**config.mk**
```make
export PLATFORM = sky130hd
export DESIGN_NAME = load_access_ctrl
export DESIGN_NICKNAME = d
export VERILOG_FILES = /design/src/rtl/load_access_ctrl.sv
export SDC_FILE = /design/constraint.sdc
export NUM_CORES = 1
export LEC_CHECK = 0
export CAP_MARGIN = 25
export CORE_MARGIN = 4
export CORE_UTILIZATION = 48
export DETAILED_ROUTE_END_ITERATION = 8
export PLACE_DENSITY = 0.9
export SYNTH_ARGS = -nofsm -noshare
export SYNTH_HDL_FRONTEND = slang
export SYNTH_SLANG_ARGS = --single-unit
```
**constraint.sdc**
```tcl
create_clock -name clk -period 3.33 [get_ports clk]
set_input_delay 0.666 -clock clk [delete_from_list [all_inputs] [get_ports clk]]
set_output_delay 0.666 -clock clk [all_outputs]
set_load 0.01 [all_outputs]
```
**src/rtl/load_access_ctrl.sv**
```systemverilog
// Load access controller: word-aligned request/ack reads with byte/half/word extraction.
// Define MISALIGN_SPLIT_EN to service misaligned loads as two word reads; otherwise they error.
module load_access_ctrl #(
  parameter int MAX_WAIT = 16
) (
  input  logic        clk,
  input  logic        rst_n,
  input  logic        req_valid,
  input  logic [31:0] req_addr,
  input  logic [2:0]  req_func3,
  output logic        req_ready,
  output logic        dm_req,
  output logic [31:0] dm_addr,
  input  logic        dm_ack,
  input  logic [31:0] dm_rdata,
  output logic        rsp_valid,
  output logic [31:0] rsp_data,
  output logic        rsp_err,
  output logic        stall
);

  localparam int CW = $clog2(MAX_WAIT + 1);

  typedef enum logic [1:0] {IDLE, ACC0, ACC1, RESP} state_t;

  state_t          state, state_nxt;
  logic [31:0]     addr_q;
  logic [2:0]      func3_q;
  logic [CW-1:0]   wait_cnt;
  logic            clr_wait;
  logic            load_rsp;
  logic [31:0]     rsp_data_nxt;
  logic            rsp_err_nxt;
  logic            timeout;

  function automatic logic is_legal(input logic [2:0] f3);
    case (f3)
      3'b000, 3'b001, 3'b010, 3'b100, 3'b101: is_legal = 1'b1;
      default:                                is_legal = 1'b0;
    endcase
  endfunction

  function automatic logic is_misaligned(input logic [2:0] f3, input logic [1:0] off);
    case (f3)
      3'b001, 3'b101: is_misaligned = off[0];
      3'b010:         is_misaligned = (off != 2'b00);
      default:        is_misaligned = 1'b0;
    endcase
  endfunction

  // Shift the two-word window down to the addressed byte, then size and extend.
  function automatic logic [31:0] extract(input logic [2:0] f3, input logic [1:0] off,
                                          input logic [63:0] pair);
    logic [31:0] raw;
    raw = 32'(pair >> {off, 3'b000});
    case (f3)
      3'b000:  extract = {{24{raw[7]}}, raw[7:0]};
      3'b001:  extract = {{16{raw[15]}}, raw[15:0]};
      3'b100:  extract = {24'h0, raw[7:0]};
      3'b101:  extract = {16'h0, raw[15:0]};
      default: extract = raw;
    endcase
  endfunction

  assign timeout   = !dm_ack && (wait_cnt == CW'(MAX_WAIT - 1));
  assign rsp_valid = (state == RESP);
  assign stall     = (state != IDLE);

`ifdef MISALIGN_SPLIT_EN
  logic [31:0] word0_q;

  always_ff @(posedge clk or negedge rst_n) begin
    if (!rst_n)
      word0_q <= '0;
    else if (state == ACC0 && dm_ack)
      word0_q <= dm_rdata;
  end
`endif

  always_comb begin
    state_nxt    = state;
    req_ready    = 1'b0;
    dm_req       = 1'b0;
    dm_addr      = '0;
    clr_wait     = 1'b0;
    load_rsp     = 1'b0;
    rsp_data_nxt = '0;
    rsp_err_nxt  = 1'b0;
    case (state)
      IDLE: begin
        req_ready = 1'b1;
        if (req_valid) begin
          if (!is_legal(req_func3)) begin
            state_nxt   = RESP;
            load_rsp    = 1'b1;
            rsp_err_nxt = 1'b1;
          end else if (is_misaligned(req_func3, req_addr[1:0])) begin
`ifdef MISALIGN_SPLIT_EN
            state_nxt = ACC0;
            clr_wait  = 1'b1;
`else
            state_nxt   = RESP;
            load_rsp    = 1'b1;
            rsp_err_nxt = 1'b1;
`endif
          end else begin
            state_nxt = ACC0;
            clr_wait  = 1'b1;
          end
        end
      end
      ACC0: begin
        dm_req  = 1'b1;
        dm_addr = {addr_q[31:2], 2'b00};
        if (dm_ack) begin
`ifdef MISALIGN_SPLIT_EN
          if (is_misaligned(func3_q, addr_q[1:0])) begin
            state_nxt = ACC1;
            clr_wait  = 1'b1;
          end else begin
            state_nxt    = RESP;
            load_rsp     = 1'b1;
            rsp_data_nxt = extract(func3_q, addr_q[1:0], {32'h0, dm_rdata});
          end
`else
          state_nxt    = RESP;
          load_rsp     = 1'b1;
          rsp_data_nxt = extract(func3_q, addr_q[1:0], {32'h0, dm_rdata});
`endif
        end else if (timeout) begin
          state_nxt   = RESP;
          load_rsp    = 1'b1;
          rsp_err_nxt = 1'b1;
        end
      end
`ifdef MISALIGN_SPLIT_EN
      ACC1: begin
        dm_req  = 1'b1;
        dm_addr = {addr_q[31:2], 2'b00} + 32'd4;
        if (dm_ack) begin
          state_nxt    = RESP;
          load_rsp     = 1'b1;
          rsp_data_nxt = extract(func3_q, addr_q[1:0], {dm_rdata, word0_q});
        end else if (timeout) begin
          state_nxt   = RESP;
          load_rsp    = 1'b1;
          rsp_err_nxt = 1'b1;
        end
      end
`endif
      RESP:    state_nxt = IDLE;
      default: state_nxt = IDLE;
    endcase
  end

  always_ff @(posedge clk or negedge rst_n) begin
    if (!rst_n) begin
      state    <= IDLE;
      addr_q   <= '0;
      func3_q  <= '0;
      wait_cnt <= '0;
      rsp_data <= '0;
      rsp_err  <= 1'b0;
    end else begin
      state <= state_nxt;
      if (state == IDLE && req_valid) begin
        addr_q  <= req_addr;
        func3_q <= req_func3;
      end
      if (clr_wait)
        wait_cnt <= '0;
      else if (state == ACC0 || state == ACC1)
        wait_cnt <= wait_cnt + CW'(1);
      if (load_rsp) begin
        rsp_data <= rsp_data_nxt;
        rsp_err  <= rsp_err_nxt;
      end
    end
  end

endmodule

```
-- Yosys cells after proc, flatten, opt, wreduce, memory -nomap -nowiden
Cells that the tools add are included.
- add/sub/neg operators: 1
- equal/unequal tests: 13
- shift-type cells: 1
- muxes and demuxes: 33
- reduce and logical (&&, ||, !) cells: 13
- operator list (kind ; number):
    one-hot mux 32 bit (4 select lines) ; 1
    2-to-1 mux 32 bit ; 3
    >> shifter 32 x 5 -> 32 bit ; 1
    2-to-1 mux 1 bit ; 18
    == test 3 bit, second input constant ; 4
    2-to-1 mux 2 bit ; 5
    2-to-1 mux 5 bit ; 2
    == test 3 x 1 -> 1 bit, second input constant ; 2
    logical NOT 3 bit ; 2
    one-hot mux 1 bit (2 select lines) ; 3
    nonzero test 2 bit ; 3
    adder 5 x 1 -> 5 bit, second input constant ; 1
    == test 5 x 4 -> 1 bit, second input constant ; 1
    OR reduction 5 bit ; 1
    == test 2 bit, second input constant ; 2
    one-hot mux 2 bit (2 select lines) ; 1
    == test 3 x 2 -> 1 bit, second input constant ; 1
    inequality test 3 bit, second input constant ; 1
    == test 2 x 1 -> 1 bit, second input constant ; 1
    logical AND 1 bit ; 2
    logical NOT 2 bit ; 1
    inequality test 2 bit, second input constant ; 1
    AND reduction 2 bit ; 1
    OR reduction 2 bit ; 1
    2 further kinds ; 2
- register bits after elaboration: 75
- bits of input ports: 71
- output and inout port bits: 69
- logic and storage cells: 67

-- Logic depth before layout (Yosys ltp)
- depth after elaboration: 13
- depth in mapped cells: 8
- gate-level depth less buffers: 7

-- Least setup slack after synthesis
No wires, ideal clock.
- kind: flip-flop to flip-flop
- start point: register state[0]
- end point: register rsp_data[19]
- library setup time: 0.127 ns
- arrival: 1.893 ns
- required time: 3.203 ns
- setup slack: 1.310 ns
- cell stages (with the launch flop): 8
- path buffers: 1
- clock period less this slack: 2.020 ns
- cells stage by stage: dfrtp_1 -> inv_1 -> ha_1 -> nand2_1 -> nor3_1 -> nor2_1 -> clkbuf_1 -> a221o_2
- longest elaborated chain between the ends: 2
- elaborated cells on any way between the ends: 4
- those cells by class: eq/ne: 1; mux: 2; reduce/logical: 1
- RTL lines (what ; RTL line ; text):
    start, declared ; 26 ; state_t state, state_nxt;
    start signal, assigned ; 165 ; state <= state_nxt;
    == test 2 x 1 -> 1 bit / logical NOT 2 bit (equally long branches) ; 89 ; case (state)
    one-hot mux 1 bit (2 select lines) / 2-to-1 mux 32 bit (equally long branches) ; 89 ;
    end signal, assigned ; 175 ; rsp_data <= rsp_data_nxt;
    end, declared ; 17 ; output logic [31:0] rsp_data,
Several ways; a longest one is shown, not always the timed one.
A chain may end at the register's enable or synchronous reset.

-- Worst setup path after layout
- start point: register state[1]
- end point: output port dm_addr[19]
- longest elaborated chain between the ends: 2
- RTL lines (what ; RTL line ; text):
    == test 2 x 1 -> 1 bit ; 89 ;
    2-to-1 mux 32 bit ; 89 ;
    end, declared ; 13 ; output logic [31:0] dm_addr,
No other way between the ends.

==> impl_results.md <==
- Non-filler cells, final: 544
- Clock buffer count from CTS: 9
- First-pass GRT wire length: ~16 mm
- Share of layout cells above drive strength 1: a little under a fifth
- Leakage power: 2.28 nW
- Most used DFF post-synth: dfrtp_1
- DRC violations left: 0
- CP max FO: 30
- Layout area overhead: 45.2%
- CTS Sinks: 75
- Setup WS pre-CTS: 0.800 ns
- Slowest stage delay, CP: about 0.57 ns
- Starting Density: 50.4%
- CTS resizes: 0
- # nets final: 517
- Clk buf depth: 2
- I/O Buffers: about 140
- Yosys reg bits: 75
- H-Tree Depth: 3
- Antenna viol nets, final: 0
- Worst Clk Skew: 0.0108 ns
- Fmax: 355 MHz
- Dpl hpwl: 7.36 mm
- Root buffer cell: clkbuf_8
- Total Wirelength: 10.0 mm
- Post-synthesis async set-or-reset flop share: 100%
- Overflow after GRT: 0
- Most common cell after layout, fill and taps aside: clkdlybuf4s50_1
- Slew @ Worst Pin: roughly 0.94 ns
- Vias: 2962
- Final Setup Violations: 0
- DRT Pass-1 Iters: 6
- Crit share post-route: 84.7%
- Mapped Avg Cell Area: 12.0 µm²
- Worst R2R Setup Slack: around 1.1 ns
- R2R depth: 6
- Levels on crit path: 5
- Initial antenna violation count: 0
- I/O pin count: 140
- Cell breakdown of the critical path: inv_1, ha_1, buf_12, and2_1, clkdlybuf4s50_1
- Vias in the first global route: between 3000 and 4000
- CORE AREA: 7370 µm²
- Post-route setup TNS: 0 ns
- Setup CP Type: register to output pin
- Die outline width: 96.0 µm
- Minimum clock period: 2.82 ns
- Largest net degree at the start of global routing: 76
- Via/cell ratio: 5.44
- Clock Pin Slew Worst Setup and Hold Paths: 0.08 ns
- TritonCTS clock tree: done
- Worst skew pair latency: 0.34 ns
- Placed insts: 529
- Global Route Usage Sum: a little under a quarter
- Synth cell types: 37
- Filler cells: 496
- # diodes: 0
- Gp weighted congestion: 0.838
- Slew Limit Fails: 0
- P per Cell Area: 917 nW/µm²
- Syn Inst Count: about 310
- Slack of the critical path: 0.511 ns
- Unrepaired setup endpoints after global routing: false
- CTS Hold Bufs: 0
- CP top delay family: buffers and inverters
- Number of enable flip-flop cells after synthesis: 0
- CP startpoint kind: register
- Fin. Hold Viols: 0
- Die H: 96.0 µm
- YS warnings: 0
- CP max stage cell: clkdlybuf4s50_1
- Critical path required time: 2.66 ns
- Row Count: 31
- Min-Delay Path Class: input pin to async pin
- Seq/Total Area, Yosys: 50.5%
- Status: completed
- Initial DRC Count: 74
- Crit end category: output pin
- Slew HR: 37.4%
- VDD IR-drop max: 0.558 mV
- CP arrival: 2.15 ns
- Worst Path Buf+Inv: 3
- Commonest cells after routing, fill and taps aside: clkdlybuf4s50_1 (136), dfrtp_1 (75), mux2_2 (42)
- Post-CTS setup buffer count: 0
- Area of the die: around 9000 µm²
- Post-Syn Area: 3710 µm²
- Max cap viols: 0
- WL/cell: 18.5 µm
==> kinds of logic (layout without fill, tap and decap cells) <==
logic type               after synthesis  after routing  share of synthesized area [%]
flip-flops                            75             75                           50.5
AND/OR/NAND/NOR                       71             71                           11.5
multiplexers                          63             63                           19.1
AO/OA/AOI/OAI                         61             61                           12.6
buffers and inverters                 30            165                           3.84
adder cells (fa/ha/maj)                5              5                           1.68
XOR/XNOR                               3              3                          0.708
other                                  1              2                          0.101
==> through the flow <==
step           instance area [µm²]  utilization (%)  hold WS [ns]  total power, mW
4_1_cts                       5390             73.2         0.494             4.98
3_5_place_dp                  5160             70.0         0.474             4.15
3_3_place_gp                  5160             70.0         0.471             4.05
6_report                      5390             73.2         0.461             4.94
5_1_grt                       5390             73.2         0.514             5.28
2_1_floorplan                 3720                -         0.370             3.04
==> power breakdown <==
part,internal [mW],switching (mW),total (mW)
sequential,1.34,0.261,1.61
clock,0.493,0.329,0.822
combinational,1.42,1.10,2.52
==> worst paths after layout <==
check,from,endpoint
worst min-delay path,rst_n,rsp_data[2]
worst max register to register,state[1],rsp_data[26]
max in group asynchronous,rst_n,addr_q[6]
worst min register to register,rsp_data[10],rsp_data[10]
worst max-delay path,state[1],dm_addr[19]
min in group clk,rsp_data[10],rsp_data[10]
==> registers in the layout, summed over array words and instances, names as in the netlist <==
name,cells
rsp_data,32
addr_q,32
state,2
rsp_err,1
wait_cnt,5
func3_q,3
==> per-layer routing <==
metal | up-vias | global-route usage [%] | wire length (µm)
met2 | 140 | 37.8 | 4600
met3 | 14 | 9.23 | 1230
met5 | - | 0 | 0
met1 | 1425 | 28.5 | 4080
met4 | 0 | 6.64 | 140
li1 | 1383 | - | -
==> layout make-up <==
class                      instances  area (µm²)  area share [%]
multi-input combinational        205        1700            31.5
inverter                           5        18.8           0.348
sequential                        75        1880            34.8
clock inverter                     5         103            1.90
clock buffer                      10         128            2.37
timing repair buffer             145        1440            26.7
tap                               99         124            2.30
==> cell usage after synthesis, types with 2 or more instances <==
cell type | n | area, µm²
dfrtp_1 | 75 | 1880
mux2_2 | 42 | 473
and2_1 | 30 | 188
mux2i_1 | 19 | 190
nor2_1 | 19 | 71.3
a21oi_1 | 18 | 90.1
clkbuf_1 | 15 | 56.3
o2bb2ai_1 | 15 | 131
a221o_2 | 9 | 101
o21ai_0 | 8 | 40.0
nand3b_1 | 7 | 52.6
a221o_1 | 6 | 60.1
buf_2 | 6 | 30.0
ha_1 | 5 | 62.6
inv_1 | 5 | 18.8
nor2b_1 | 3 | 18.8
buf_4 | 2 | 15.0
buf_6 | 2 | 22.5
mux4_2 | 2 | 45.0
nand2_1 | 2 | 7.51
nor3b_2 | 2 | 25.0
xor2_1 | 2 | 17.5
==> worst register-to-register path, delay by kind of cell (launching register included) <==
family                   cells  cell delay [ns]
AO/OA/AOI/OAI                1             0.26
flip-flops                   1             0.42
AND/OR/NAND/NOR              3             1.02
buffers and inverters        1             0.09
adder cells (fa/ha/maj)      1             0.37
(Power assumes the default switching activity.)
